--- src/rtl/mem_pkg.sv ---
// Shared types for the data memory arbiter: FSM states, access size codes
// and transaction owner encoding.
package mem_pkg;

  typedef enum logic [2:0] {
    IDLE,
    BEAT0,
    BEAT1,
    FIN,
    RESP
  } state_e;

  localparam logic SZ_BYTE = 1'b0;
  localparam logic SZ_WORD = 1'b1;

  typedef enum logic {
    OWN_A,
    OWN_B
  } owner_e;

endpackage

--- src/rtl/data_mem_arbiter_if.sv ---
// Requester ports A/B plus the byte-wide memory command bus. The arbiter
// connects through the slave modport; the environment uses master.
interface data_mem_arbiter_if #(
  parameter int ADDR_W = 16
) ();

  logic              a_req;
  logic              a_wr;
  logic              a_size;
  logic              a_sext;
  logic [ADDR_W-1:0] a_addr;
  logic [15:0]       a_wdata;
  logic              a_done;
  logic [15:0]       a_rdata;

  logic              b_req;
  logic              b_wr;
  logic              b_size;
  logic              b_sext;
  logic [ADDR_W-1:0] b_addr;
  logic [15:0]       b_wdata;
  logic              b_done;
  logic [15:0]       b_rdata;

  logic              busy;
  logic [ADDR_W-1:0] mem_addr;
  logic [7:0]        mem_wdata;
  logic              mem_we;
  logic              mem_re;
  logic [7:0]        mem_rdata;

  modport slave (
    input  a_req, a_wr, a_size, a_sext, a_addr, a_wdata,
    input  b_req, b_wr, b_size, b_sext, b_addr, b_wdata,
    input  mem_rdata,
    output a_done, a_rdata, b_done, b_rdata, busy,
    output mem_addr, mem_wdata, mem_we, mem_re
  );

  modport master (
    output a_req, a_wr, a_size, a_sext, a_addr, a_wdata,
    output b_req, b_wr, b_size, b_sext, b_addr, b_wdata,
    output mem_rdata,
    input  a_done, a_rdata, b_done, b_rdata, busy,
    input  mem_addr, mem_wdata, mem_we, mem_re
  );

endinterface

--- src/rtl/data_mem_arbiter.sv ---
// Two-port arbiter for a byte-wide single-port data memory: A has priority,
// B is protected from starvation, 16-bit accesses split into two byte beats.
module data_mem_arbiter
  import mem_pkg::*;
#(
  parameter int ADDR_W       = 16,
  parameter int STARVE_LIMIT = 4
) (
  input  logic              clk,
  input  logic              reset,
  data_mem_arbiter_if.slave bus
);

  localparam logic [3:0] LIMIT = 4'(STARVE_LIMIT);

  state_e            state_q, state_d;
  owner_e            owner_q, owner_d;
  logic              wr_q, wr_d;
  logic              size_q, size_d;
  logic              sext_q, sext_d;
  logic [ADDR_W-1:0] addr_q, addr_d;
  logic [15:0]       wdata_q, wdata_d;
  logic [7:0]        lo_q, lo_d;
  logic [15:0]       a_rdata_q, a_rdata_d;
  logic [15:0]       b_rdata_q, b_rdata_d;
  logic [3:0]        starve_q, starve_d;

  logic              grant_a;
  logic              grant_b;
  logic              beat;
  logic [15:0]       load_result;

  always_comb begin
    // NOTE: every _d holds its register value first, so no branch below can infer a latch.
    state_d   = state_q;
    owner_d   = owner_q;
    wr_d      = wr_q;
    size_d    = size_q;
    sext_d    = sext_q;
    addr_d    = addr_q;
    wdata_d   = wdata_q;
    lo_d      = lo_q;
    a_rdata_d = a_rdata_q;
    b_rdata_d = b_rdata_q;
    starve_d  = starve_q;

    grant_a = bus.a_req && (starve_q < LIMIT);
    grant_b = !grant_a && bus.b_req;

    // In FIN, mem_rdata carries the last byte of the access.
    load_result = (size_q == SZ_WORD) ? {bus.mem_rdata, lo_q}
                                      : {{8{sext_q & bus.mem_rdata[7]}}, bus.mem_rdata};

    unique case (state_q)
      IDLE: begin
        // A can only win below the limit, so the count never passes it.
        starve_d = (grant_a && bus.b_req) ? starve_q + 4'd1 : 4'd0;
        if (grant_a) begin
          owner_d = OWN_A;
          wr_d    = bus.a_wr;
          size_d  = bus.a_size;
          sext_d  = bus.a_sext;
          addr_d  = bus.a_addr;
          wdata_d = bus.a_wdata;
          state_d = BEAT0;
        end else if (grant_b) begin
          owner_d = OWN_B;
          wr_d    = bus.b_wr;
          size_d  = bus.b_size;
          sext_d  = bus.b_sext;
          addr_d  = bus.b_addr;
          wdata_d = bus.b_wdata;
          state_d = BEAT0;
        end
      end
      BEAT0: begin
        if (size_q == SZ_WORD) state_d = BEAT1;
        else if (wr_q)         state_d = RESP;
        else                   state_d = FIN;
      end
      BEAT1: begin
        if (!wr_q) lo_d = bus.mem_rdata;
        state_d = wr_q ? RESP : FIN;
      end
      FIN: begin
        if (owner_q == OWN_A) a_rdata_d = load_result;
        else                  b_rdata_d = load_result;
        state_d = RESP;
      end
      RESP:    state_d = IDLE;
      default: state_d = IDLE;
    endcase
  end

  // Memory command is a pure decode of state and latched fields.
  always_comb begin
    beat          = (state_q == BEAT0) || (state_q == BEAT1);
    bus.mem_re    = beat && !wr_q;
    bus.mem_we    = beat && wr_q;
    bus.mem_addr  = '0;
    bus.mem_wdata = '0;
    if (state_q == BEAT0) begin
      bus.mem_addr  = addr_q;
      bus.mem_wdata = wr_q ? wdata_q[7:0] : 8'h00;
    end else if (state_q == BEAT1) begin
      bus.mem_addr  = addr_q + ADDR_W'(1);
      bus.mem_wdata = wr_q ? wdata_q[15:8] : 8'h00;
    end
    bus.busy    = (state_q != IDLE);
    bus.a_done  = (state_q == RESP) && (owner_q == OWN_A);
    bus.b_done  = (state_q == RESP) && (owner_q == OWN_B);
    bus.a_rdata = a_rdata_q;
    bus.b_rdata = b_rdata_q;
  end

  always_ff @(posedge clk) begin
    // NOTE: non-blocking assignments so each flop samples pre-edge values of the others.
    if (reset) begin
      state_q   <= IDLE;
      owner_q   <= OWN_A;
      wr_q      <= 1'b0;
      size_q    <= SZ_BYTE;
      sext_q    <= 1'b0;
      addr_q    <= '0;
      wdata_q   <= '0;
      lo_q      <= '0;
      a_rdata_q <= '0;
      b_rdata_q <= '0;
      starve_q  <= '0;
    end else begin
      state_q   <= state_d;
      owner_q   <= owner_d;
      wr_q      <= wr_d;
      size_q    <= size_d;
      sext_q    <= sext_d;
      addr_q    <= addr_d;
      wdata_q   <= wdata_d;
      lo_q      <= lo_d;
      a_rdata_q <= a_rdata_d;
      b_rdata_q <= b_rdata_d;
      starve_q  <= starve_d;
    end
  end

endmodule

--- src/flat_wrapper.sv ---
// flat-port wrapper written by rule: the top's interface ports become plain ports
module data_mem_arbiter_flat import mem_pkg::*;
#(
  parameter int ADDR_W       = 16,
  parameter int STARVE_LIMIT = 4
)
  (clk, reset, bus_a_req, bus_a_wr, bus_a_size, bus_a_sext, bus_a_addr, bus_a_wdata, bus_b_req, bus_b_wr, bus_b_size, bus_b_sext, bus_b_addr, bus_b_wdata, bus_mem_rdata, bus_a_done, bus_a_rdata, bus_b_done, bus_b_rdata, bus_busy, bus_mem_addr, bus_mem_wdata, bus_mem_we, bus_mem_re);
  data_mem_arbiter_if #(.ADDR_W(ADDR_W)) bus_i ();
  input  logic clk;
  input  logic reset;
  input wire logic [$bits(bus_i.a_req)-1:0] bus_a_req;
  input wire logic [$bits(bus_i.a_wr)-1:0] bus_a_wr;
  input wire logic [$bits(bus_i.a_size)-1:0] bus_a_size;
  input wire logic [$bits(bus_i.a_sext)-1:0] bus_a_sext;
  input wire logic [$bits(bus_i.a_addr)-1:0] bus_a_addr;
  input wire logic [$bits(bus_i.a_wdata)-1:0] bus_a_wdata;
  input wire logic [$bits(bus_i.b_req)-1:0] bus_b_req;
  input wire logic [$bits(bus_i.b_wr)-1:0] bus_b_wr;
  input wire logic [$bits(bus_i.b_size)-1:0] bus_b_size;
  input wire logic [$bits(bus_i.b_sext)-1:0] bus_b_sext;
  input wire logic [$bits(bus_i.b_addr)-1:0] bus_b_addr;
  input wire logic [$bits(bus_i.b_wdata)-1:0] bus_b_wdata;
  input wire logic [$bits(bus_i.mem_rdata)-1:0] bus_mem_rdata;
  output wire logic [$bits(bus_i.a_done)-1:0] bus_a_done;
  output wire logic [$bits(bus_i.a_rdata)-1:0] bus_a_rdata;
  output wire logic [$bits(bus_i.b_done)-1:0] bus_b_done;
  output wire logic [$bits(bus_i.b_rdata)-1:0] bus_b_rdata;
  output wire logic [$bits(bus_i.busy)-1:0] bus_busy;
  output wire logic [$bits(bus_i.mem_addr)-1:0] bus_mem_addr;
  output wire logic [$bits(bus_i.mem_wdata)-1:0] bus_mem_wdata;
  output wire logic [$bits(bus_i.mem_we)-1:0] bus_mem_we;
  output wire logic [$bits(bus_i.mem_re)-1:0] bus_mem_re;
  assign bus_i.a_req = bus_a_req;
  assign bus_i.a_wr = bus_a_wr;
  assign bus_i.a_size = bus_a_size;
  assign bus_i.a_sext = bus_a_sext;
  assign bus_i.a_addr = bus_a_addr;
  assign bus_i.a_wdata = bus_a_wdata;
  assign bus_i.b_req = bus_b_req;
  assign bus_i.b_wr = bus_b_wr;
  assign bus_i.b_size = bus_b_size;
  assign bus_i.b_sext = bus_b_sext;
  assign bus_i.b_addr = bus_b_addr;
  assign bus_i.b_wdata = bus_b_wdata;
  assign bus_i.mem_rdata = bus_mem_rdata;
  assign bus_a_done = bus_i.a_done;
  assign bus_a_rdata = bus_i.a_rdata;
  assign bus_b_done = bus_i.b_done;
  assign bus_b_rdata = bus_i.b_rdata;
  assign bus_busy = bus_i.busy;
  assign bus_mem_addr = bus_i.mem_addr;
  assign bus_mem_wdata = bus_i.mem_wdata;
  assign bus_mem_we = bus_i.mem_we;
  assign bus_mem_re = bus_i.mem_re;
  data_mem_arbiter #(.ADDR_W(ADDR_W), .STARVE_LIMIT(STARVE_LIMIT)) u_core (.clk(clk), .reset(reset), .bus(bus_i));
endmodule
--- config.mk ---
export PLATFORM = sky130hd
export DESIGN_NAME = data_mem_arbiter_flat
export DESIGN_NICKNAME = d
export VERILOG_FILES = /design/src/rtl/mem_pkg.sv /design/src/rtl/data_mem_arbiter_if.sv /design/src/rtl/data_mem_arbiter.sv /design/src/flat_wrapper.sv
export SDC_FILE = /design/constraint.sdc
export NUM_CORES = 1
export LEC_CHECK = 0
export ABC_AREA = 0
export ABC_CLOCK_PERIOD_IN_PS = 1700
export CAP_MARGIN = 20
export CORE_ASPECT_RATIO = 0.9
export CORE_UTILIZATION = 40
export CTS_BUF_LIST = sky130_fd_sc_hd__clkbuf_8
export DETAILED_ROUTE_END_ITERATION = 10
export GPL_ROUTABILITY_DRIVEN = 0
export GPL_TIMING_DRIVEN = 0
export PLACE_DENSITY = 0.79
export SLEW_MARGIN = 40
export SYNTH_ARGS = -nofsm -noshare
export SYNTH_HDL_FRONTEND = slang
export SYNTH_SLANG_ARGS = --single-unit
--- constraint.sdc ---
create_clock -name clk -period 1.7 [get_ports clk]
set_clock_uncertainty 0.1 [all_clocks]
set_input_delay 0.255 -clock clk [delete_from_list [all_inputs] [get_ports clk]]
set_output_delay 0.255 -clock clk [all_outputs]
set_load 0.02 [all_outputs]
---- Yosys cells after proc, flatten, opt, wreduce, memory -nomap -nowiden ----
Cells that the tools add are included.
word-level totals
  RAM bits ................................ 0
  bits in latches ......................... 0
  bits in read-only memories .............. 0
  bits of input ports ..................... 82
  memories kept ........................... 0
  bits in registers ....................... 83
  output and inout bits ................... 61
cells by class
  mux-type cells .......................... 25
  div/mod/pow operators ................... 0
  shifts and indexed selects .............. 0
  equal/unequal tests ..................... 5
  multiply operators ...................... 0
  order comparisons ....................... 1
  bitwise operators ....................... 3
  $add $sub $neg .......................... 2
  reduce and logical (&&, ||, !) cells .... 17
operator list
  cell                                                         count
  2-to-1 mux 16 bit                                            7
  2-to-1 mux 8 bit                                             4
  adder 16 x 1 -> 16 bit (second input constant)               1
  2-to-1 mux 3 bit                                             4
  case mux 3 bit (4 select lines)                              1
  2-to-1 mux 1 bit                                             8
  AND reduction 2 bit                                          4
  logical AND 1 bit                                            7
  == test 3 x 2 -> 1 bit (second input constant)               2
  adder 4 x 1 -> 4 bit (second input constant)                 1
  less-than comparator 4 x 3 -> 1 bit (second input constant)  1
  2-to-1 mux 4 bit                                             1
  == test 3 x 1 -> 1 bit (second input constant)               1
  == test 3 bit (second input constant)                        1
  logical NOT 3 bit                                            1
  inequality test 3 x 1 -> 1 bit (second input constant)       1
  nonzero test 3 bit                                           1
  logical NOT 1 bit                                            2
  NOT 1 bit                                                    2
  nonzero test 2 bit                                           1
  AND 1 bit                                                    1
  logical OR 1 bit                                             1

---- Depth between registers and ports, before layout ----
Gate-level depths: netlist of run 1.
  word-level depth ........................ 7
  mapped depth ............................ 7
  mapped depth without buffers ............ 5

---- Worst setup path after synthesis of run 1 ----
OpenSTA, ideal clock, no wires.
  path kind ............................... register to output
  from .................................... reg u_core.addr_q[0]
  to ...................................... out bus_mem_addr[12]
  data required time ...................... 1,345 ps
  setup slack ............................. -400 ps
  data arrival time ....................... 1,745 ps
  stages on the path, launching flop included .. 7
  cell sequence ........................... dfxtp_1 -> ha_1 -> and4_1 -> clkbuf_1 -> and2_1 -> nand2_1 -> o31ai_1
between the ends
  longest elaborated chain between the ends .. 3
ends and longest elaborated chain
  what                    line                     source
  from (decl)             data_mem_arbiter.sv:21   logic [ADDR_W-1:0] addr_q, addr_d;
  from (signal assigned)  data_mem_arbiter.sv:136  addr_q <= addr_d;
  adder 16 x 1 -> 16 bit  data_mem_arbiter.sv:106  bus.mem_addr = addr_q + ADDR_W'(1);
  2-to-1 mux 16 bit       data_mem_arbiter.sv:105  end else if (state_q == BEAT1) begin
  2-to-1 mux 16 bit       data_mem_arbiter.sv:102  if (state_q == BEAT0) begin
  to (decl)               flat_wrapper.sv:29       output wire logic [$bits(bus_i.mem_addr)-1:0] bus_mem_addr;
Every way passes these cells.

---- Worst setup path after layout of run 1 ----
  from .................................... reg u_core.state_q[2]
  to ...................................... out bus_mem_addr[10]
between the ends
  longest elaborated chain between the ends .. 3
ends and longest elaborated chain
  what                    line                     source
  from (decl)             data_mem_arbiter.sv:16   state_e state_q, state_d;
  from (signal assigned)  data_mem_arbiter.sv:131  state_q <= state_d;
  == test 3 x 2 -> 1 bit  data_mem_arbiter.sv:105
  2-to-1 mux 16 bit       data_mem_arbiter.sv:105
  2-to-1 mux 16 bit (*)   data_mem_arbiter.sv:102
Mark *: on every way between the ends. The rest lies on a longest branch, timed or not.

==> results_tabular.tex, run 1 <==
\begin{tabular}{lr}
\hline
Metric & Value \\
\hline
\multicolumn{2}{l}{\textbf{Outcome}} \\
\quad Result of the run & finished, violations left \\
\quad Failing checks & negative setup slack \\
\multicolumn{2}{l}{\textbf{Placement}} \\
\quad Post-DP HPWL & 9480 um \\
\quad \# port buffers & 141 \\
\multicolumn{2}{l}{\textbf{Pwr}} \\
\quad Standby leakage power & 2.78 nW \\
\quad Overall Power & 10.5 mW \\
\quad Worst VDD drop & 0.847 mV \\
\quad Power per Cell Area & 1490 nW/um\^{}2 \\
\multicolumn{2}{l}{\textbf{GRT}} \\
\quad Antenna violations before repair & 0 \\
\quad Vias in the first global route & 4325 \\
\quad GR Layer Usage met1 & 0.321 \\
\quad Pin count of the biggest net entering global routing & 14 \\
\quad Met3 track utilization from global routing & 0.0322 \\
\quad GR peak layer & met2 \\
\quad Overall global routing resource usage & 0.258 \\
\quad Global-route wire length before repair & 21000 um \\
\quad Sum of overflow across all layers after global routing & 0 \\
\quad Met2 track demand over resource & 0.439 \\
\multicolumn{2}{l}{\textbf{Detailed routing}} \\
\quad Detailed-route DRC error count & 0 \\
\quad Count of antenna-violating nets left after detailed routing & 0 \\
\quad DRC violation total after the first TritonRoute iteration & 361 \\
\quad Average detailed-routed wire length per instance & 19.8 um \\
\quad Final WL & 16100 um \\
\quad Length of the first detailed-routing pass in iterations & 5 \\
\quad Number of vias after detailed routing & 4703 \\
\quad Via-per-instance ratio & 5.80 \\
\multicolumn{2}{l}{\textbf{Clock network}} \\
\quad Clk Tree Root Cell & sky130\_fd\_sc\_hd\_\_clkbuf\_8 \\
\quad Maximum clock path buffer count & 2 \\
\quad Inserted Clock Buffers & 9 \\
\quad Hold-fix buffers at CTS & 0 \\
\quad Insertion delay to the later sink of the worst-skew pair & 360 ps \\
\quad Number of sinks handled by clock tree synthesis & 83 \\
\quad Deepest level of the CTS H-tree & 3 \\
\quad CTS tree & done \\
\quad Clock-pin slew of the registers on the worst-case setup and hold paths & 80 ps \\
\multicolumn{2}{l}{\textbf{Critical path}} \\
\quad Slowest library cell on the worst path & sky130\_fd\_sc\_hd\_\_or3b\_4 \\
\quad Largest stage delay, worst path & 460 ps \\
\quad Critical path startpoint & u\_core.state\_q[2] \\
\quad CP Class & register to output pin \\
\quad Worst-case register-to-register setup slack & -250 ps \\
\quad Reg-to-reg startpoint & u\_core.state\_q[2] \\
\quad Cell type with the highest occurrence count on the critical path & sky130\_fd\_sc\_hd\_\_buf\_6 \\
\quad Cells along the critical path & buf\_6 > or3b\_4 > clkbuf\_16 > a31oi\_2 > o21ai\_1 > o21ai\_2 > buf\_6 \\
\quad Setup crit start kind & register \\
\quad Critical path data required time & 1340 ps \\
\quad Arrival time at the worst endpoint & 1900 ps \\
\quad Critical path's top delay family & simple AND/OR/NAND/NOR gates \\
\quad Type of destination of the critical path & output pin \\
\quad Buffers \& Inverters on Critical Path & 3 \\
\quad Crit Path Max Fanout & 5 \\
\multicolumn{2}{l}{\textbf{Floorplan}} \\
\quad CORE AREA & 9740 um\^{}2 \\
\quad Initial Utilization & 0.415 \\
\quad Die Wd & 108 um \\
\quad Standard-cell rows & 34 \\
\quad Total die area & 10500 um\^{}2 \\
\quad Count of pins on the block boundary & 143 \\
\quad Die H & 97.4 um \\
\multicolumn{2}{l}{\textbf{Worst hold path}} \\
\quad Launch instance of the worst min-delay path & u\_core.lo\_q[1] \\
\quad Classification of the worst-slack hold path & register to register \\
\multicolumn{2}{l}{\textbf{Final layout}} \\
\quad Synthesis-to-layout area growth & 75.0\% \\
\quad Net count, final & 766 \\
\quad Top library cells by usage in the layout, fill and taps aside & sky130\_fd\_sc\_hd\_\_clkdlybuf4s50\_1, sky130\_fd\_sc\_hd\_\_nor2\_1, sky130\_fd\_sc\_hd\_\_dfxtp\_1 \\
\quad Sequential cell area & 1680 um\^{}2 \\
\quad Final core utilization & 0.726 \\
\quad Antenna diode instance count & 0 \\
\quad Most frequent standard cell in the layout excluding fill and tap cells & sky130\_fd\_sc\_hd\_\_clkdlybuf4s50\_1 \\
\quad Share of post-route cells with drive strength above 1 & 0.343 \\
\quad Multi-input combinational cell area & 2630 um\^{}2 \\
\quad Fillcell total & 645 \\
\multicolumn{2}{l}{\textbf{Yosys}} \\
\quad Main flop type after synthesis & sky130\_fd\_sc\_hd\_\_dfxtp\_1 \\
\quad Post-synth top area cell & sky130\_fd\_sc\_hd\_\_dfxtp\_1 \\
\quad Post-synth EDFFs & 0 \\
\quad Total of warnings raised by yosys & 0 \\
\quad Gate count of the mapped netlist & 475 \\
\quad Post-synth ARST share & 0 \\
\quad Number of nets in the synthesized netlist & 559 \\
\quad Area share of the largest cell type after synthesis & 0.411 \\
\quad Number of synthesized register bits & 83 \\
\quad Avg Cell Area, Syn & 8.51 um\^{}2 \\
\quad Distinct cell type count of the synthesized netlist & 38 \\
\quad Area of the mapped netlist & 4040 um\^{}2 \\
\quad Share of synthesized area occupied by flip-flops and latches & 0.411 \\
\quad Cell types with the largest area share after synthesis & sky130\_fd\_sc\_hd\_\_dfxtp\_1, sky130\_fd\_sc\_hd\_\_a211oi\_1, sky130\_fd\_sc\_hd\_\_mux2i\_1 \\
\multicolumn{2}{l}{\textbf{STA}} \\
\quad Setup WS post-layout & -557 ps \\
\quad Number of setup violations in the final report & 109 \\
\quad Transition time at the pin with the least slew margin & 768 ps \\
\quad Peak Freq & 443 MHz \\
\quad Final critical delay including setup and external delays & 2260 ps \\
\quad Final Hold Viols & 0 \\
\quad Share of the cycle needed by the critical path after routing & 1.33 \\
\quad Unrepaired setup endpoints after global routing & yes \\
\quad Final slew viol count & 0 \\
\quad Slew HR & 0.488 \\
\multicolumn{2}{l}{\textbf{Run}} \\
\quad Max-capacitance violation count & 0 \\
\hline
\end{tabular}
==> registers in the layout, indices dropped and copies added, names as in the netlist <==
| name | count |
|---|---|
| u_core.addr_q | 16 |
| u_core.bus.a_rdata | 16 |
| u_core.bus.b_rdata | 16 |
| u_core.wdata_q | 16 |
| u_core.lo_q | 8 |
| u_core.starve_q | 4 |
| u_core.state_q | 3 |
| u_core.owner_q | 1 |
| u_core.sext_q | 1 |
| u_core.size_q | 1 |
| u_core.wr_q | 1 |
==> power by group <==
group	internal, mW	switching [mW]	leakage [nW]
Clock	0.660	0.735	0.0909
Combinational	2.96	3.15	2.01
Sequential	2.48	0.557	0.684
Total	6.10	4.44	2.78
==> layer usage <==
layer / up-vias / share of wire / wire length [um]
met3: 58 / 0.066 / 1060
met1: 2265 / 0.40 / 6440
met5: - / 0 / 0
met4: 0 / 0.042 / 682
met2: 246 / 0.49 / 7910
li1: 2134 / - / -
==> through the flow <==
step	hold WS [ps]	setup TNS, ps	instances	setup slack (ps)	instance area, um^2
floorplan	291	-99.0	475	-57.2	4200
finish	359	-20500	811	-557	7070
global placement	329	-29370	742	-811	5760
detailed placement	350	-31260	742	-822	5760
CTS	361	-11910	782	-592	6370
global route	385	-25670	811	-598	7070
==> kinds of logic (layout without fill, tap and decap cells) <==
family,Yosys count,count (layout),share of synthesized area
simple gates,162,162,0.188
compound gates,136,136,0.223
flops,83,83,0.411
fa+ha+maj,2,2,0.00619
xor+xnor,3,3,0.00650
buf+inv,44,254,0.0529
mux,45,45,0.111
==> cell usage after synthesis (6+ instances only) <==
| master | n |
|---|---|
| sky130_fd_sc_hd__nor2_1 | 88 |
| sky130_fd_sc_hd__dfxtp_1 | 83 |
| sky130_fd_sc_hd__a211oi_1 | 66 |
| sky130_fd_sc_hd__mux2i_1 | 45 |
| sky130_fd_sc_hd__nand2_1 | 37 |
| sky130_fd_sc_hd__a21oi_1 | 29 |
| sky130_fd_sc_hd__clkbuf_1 | 19 |
| sky130_fd_sc_hd__o21ai_0 | 18 |
| sky130_fd_sc_hd__buf_2 | 12 |
| sky130_fd_sc_hd__a22oi_1 | 10 |
| sky130_fd_sc_hd__buf_4 | 9 |
| sky130_fd_sc_hd__nand4_1 | 6 |
==> path summary, 6_finish.rpt <==
check	cells past startpoint	to
hold / removal	2	u_core.lo_q[1]
setup reg to reg	9	u_core.addr_q[13]
setup / recovery	7	bus_mem_addr[10]
hold reg to reg	2	u_core.lo_q[1]
==> worst reg2reg max path, delay by kind of cell, from the launching register on <==
family | cells | cell delay (ps)
AOI/OAI and AO/OA | 2 | 410
DFF | 1 | 330
and+or+nand+nor | 2 | 290
buffers and inverters | 5 | 740
==> what timing repair did <==
item / CTS / global route
gates cloned: 3 / 8
resized for setup: 221 / 125
setup buffers: 24 / 23
pin swaps: 17 / 65
endpoints found under the setup margin: 38 / 114
==> cell type report <==
type                       instances  share of cell area
buffer                            38              0.0525
clock buffer                       9              0.0175
clock inverter                     5             0.00796
inverter                           3             0.00159
multi-input combinational        348               0.372
sequential                        83               0.238
tap                              126              0.0223
timing repair buffer             199               0.288
No activity file was read; power rests on OpenSTA's default activity.
==> run 2: changes to the inputs <==
Settings changed: CORE_ASPECT_RATIO 0.9 to unset, GPL_TIMING_DRIVEN 0 to unset.
==> run 2 against run 1 <==
  * The run still ends with negative setup slack left
  * Flip-flop and latch count stayed put
  * Setup slack better by 15 ps
  * Largest cell class unchanged
  * Via count is 4.5% higher
  * Critical path type unchanged
  * Worst hold slack got worse by 110 ps
  * Sequential power shrank 1%
==> results_tabular.tex, run 2 (same netlist as run 1, synthesis figures left out) <==
\begin{tabular}{lr}
\hline
Metric & Value \\
\hline
\multicolumn{2}{l}{\textbf{Floorplan}} \\
\quad Total die area & 10500 um\^{}2 \\
\quad Die H & 103 um \\
\quad Die Wd & 103 um \\
\quad Count of pins on the block boundary & 143 \\
\quad Standard-cell rows & 36 \\
\quad CORE AREA & 9770 um\^{}2 \\
\quad Initial Utilization & 0.414 \\
\multicolumn{2}{l}{\textbf{Clock network}} \\
\quad Insertion delay to the later sink of the worst-skew pair & 380 ps \\
\quad Clk Tree Root Cell & sky130\_fd\_sc\_hd\_\_clkbuf\_8 \\
\quad Number of sinks handled by clock tree synthesis & 83 \\
\quad CTS tree & done \\
\quad Maximum clock path buffer count & 2 \\
\quad Deepest level of the CTS H-tree & 3 \\
\quad Inserted Clock Buffers & 9 \\
\quad Clock-pin slew of the registers on the worst-case setup and hold paths & 90 ps \\
\multicolumn{2}{l}{\textbf{STA}} \\
\quad Transition time at the pin with the least slew margin & 527 ps \\
\quad Setup TNS & -23050 ps \\
\quad Final critical delay including setup and external delays & 2240 ps \\
\quad Share of the cycle needed by the critical path after routing & 1.32 \\
\quad Peak Freq & 446 MHz \\
\quad Final Hold Viols & 0 \\
\quad Final slew viol count & 0 \\
\quad Slew HR & 0.648 \\
\quad Setup WS post-layout & -543 ps \\
\quad Unrepaired setup endpoints after global routing & yes \\
\quad Number of setup violations in the final report & 100 \\
\multicolumn{2}{l}{\textbf{Placement}} \\
\quad \# port buffers & 142 \\
\quad Post-DP HPWL & 9110 um \\
\multicolumn{2}{l}{\textbf{Critical path}} \\
\quad Type of destination of the critical path & output pin \\
\quad Worst-case register-to-register setup slack & -310 ps \\
\quad Arrival time at the worst endpoint & 1890 ps \\
\quad CP Class & register to output pin \\
\quad Critical path data required time & 1340 ps \\
\quad Crit Path Max Fanout & 4 \\
\quad Setup crit start kind & register \\
\multicolumn{2}{l}{\textbf{Outcome}} \\
\quad Result of the run & finished, violations left \\
\quad Failing checks & negative setup slack \\
\multicolumn{2}{l}{\textbf{Run}} \\
\quad Max-capacitance violation count & 0 \\
\multicolumn{2}{l}{\textbf{GRT}} \\
\quad Antenna violations before repair & 0 \\
\quad Overall global routing resource usage & 0.258 \\
\quad Pin count of the biggest net entering global routing & 33 \\
\quad Global-route wire length before repair & 21000 um \\
\quad Sum of overflow across all layers after global routing & 0 \\
\quad Vias in the first global route & 4352 \\
\multicolumn{2}{l}{\textbf{Detailed routing}} \\
\quad Length of routed met2 wiring & 8980 um \\
\quad Via-per-instance ratio & 5.87 \\
\quad Average detailed-routed wire length per instance & 21.5 um \\
\quad Amount of wire on met3 after detailed routing & 1300 um \\
\quad Count of antenna-violating nets left after detailed routing & 0 \\
\quad Length of the first detailed-routing pass in iterations & 5 \\
\quad Number of vias after detailed routing & 4914 \\
\quad DRC violation total after the first TritonRoute iteration & 342 \\
\quad Final WL & 18000 um \\
\quad Detailed-route DRC error count & 0 \\
\quad Max layer used & met4 \\
\quad WL met1 & 6750 um \\
\multicolumn{2}{l}{\textbf{Pwr}} \\
\quad Power per Cell Area & 1560 nW/um\^{}2 \\
\quad Overall Power & 12.0 mW \\
\quad Standby leakage power & 3.26 nW \\
\quad Worst VDD drop & 0.939 mV \\
\multicolumn{2}{l}{\textbf{Worst hold path}} \\
\quad Classification of the worst-slack hold path & input pin to register \\
\multicolumn{2}{l}{\textbf{Final layout}} \\
\quad Net count, final & 783 \\
\quad Synthesis-to-layout area growth & 89.6\% \\
\quad Top library cells by usage in the layout, fill and taps aside & sky130\_fd\_sc\_hd\_\_clkdlybuf4s50\_1, sky130\_fd\_sc\_hd\_\_dfxtp\_1, sky130\_fd\_sc\_hd\_\_nor2\_1 \\
\quad Antenna diode instance count & 0 \\
\quad Most frequent standard cell in the layout excluding fill and tap cells & sky130\_fd\_sc\_hd\_\_clkdlybuf4s50\_1 \\
\quad Share of post-route cells with drive strength above 1 & 0.422 \\
\hline
\end{tabular}
==> run 2: cell types whose count changed in the layout (fill, tap and decap cells not counted), sizes merged, moves of 2 or more <==
| cell | before | now |
|---|---|---|
| dlymetal6s2s | 7 | 21 |
| clkdlybuf4s50 | 105 | 90 |
| buf | 105 | 135 |
| clkbuf | 29 | 16 |
| inv | 3 | 5 |
==> run 2: layout make-up <==
cell class / instances / area, um^2
repair buffers: 253 / 2750
multi-input cells: 349 / 2840
flip-flops and latches: 83 / 1690
inverters: 3 / 11.3
fillers: 531 / 2110
clock buffers: 10 / 138
clock inverters: 6 / 71.3
well taps: 133 / 166
==> run 2: metal layers <==
layer  up-vias  track usage
li1       2170            -
met1      2367        0.309
met2       287        0.455
met3        90       0.0454
met4         0        0.109
met5         -            0
==> run 2: worst max-delay path, cell delays in order (launching register included) <==
cell and delay, ps:
sky130_fd_sc_hd__dfxtp_2 350, sky130_fd_sc_hd__buf_6 130, sky130_fd_sc_hd__nor3b_4 280, sky130_fd_sc_hd__buf_6 160
sky130_fd_sc_hd__o31a_1 180, sky130_fd_sc_hd__o21ai_1 100, sky130_fd_sc_hd__buf_4 140, sky130_fd_sc_hd__o31ai_4 50
sky130_fd_sc_hd__buf_6 140
==> run 2: worst paths after layout <==
kind | startpoint | to | depth (start not counted)
hold / removal | reset | u_core.state_q[1] | 5
hold reg to reg | u_core.starve_q[3] | u_core.starve_q[3] | 2
setup / recovery | u_core.state_q[0] | bus_mem_addr[7] | 8
setup reg to reg | u_core.state_q[0] | u_core.addr_q[6] | 9
==> run 2: through the flow <==
stage	instances	hold WS, ps	utilization	setup slack, ps	cell area, um^2
finish	837	247	0.784	-543	7670
global route	837	244	0.784	-590	7670
CTS	808	210	0.683	-497	6680
detailed placement	773	348	0.627	-541	6130
global placement	773	341	0.627	-493	6130
floorplan	475	291	-	-57.2	4200
==> run 2: report_power, final <==
group	leakage, nW	switching, mW	internal (mW)
Combinational	2.47	3.73	3.70
Clock	0.105	0.824	0.736
Sequential	0.685	0.501	2.49
Total	3.26	5.05	6.92
==> run 2: repair_timing <==
| action | CTS | global route |
|---|---|---|
| pin swaps | 16 | 59 |
| hold buffers | 0 | 0 |
| hold endpoints to repair | 0 | 0 |
| setup buffers | 15 | 24 |
| gates cloned | 5 | 8 |
| gates resized for setup | 202 | 169 |
| endpoints found under the setup margin | 71 | 97 |
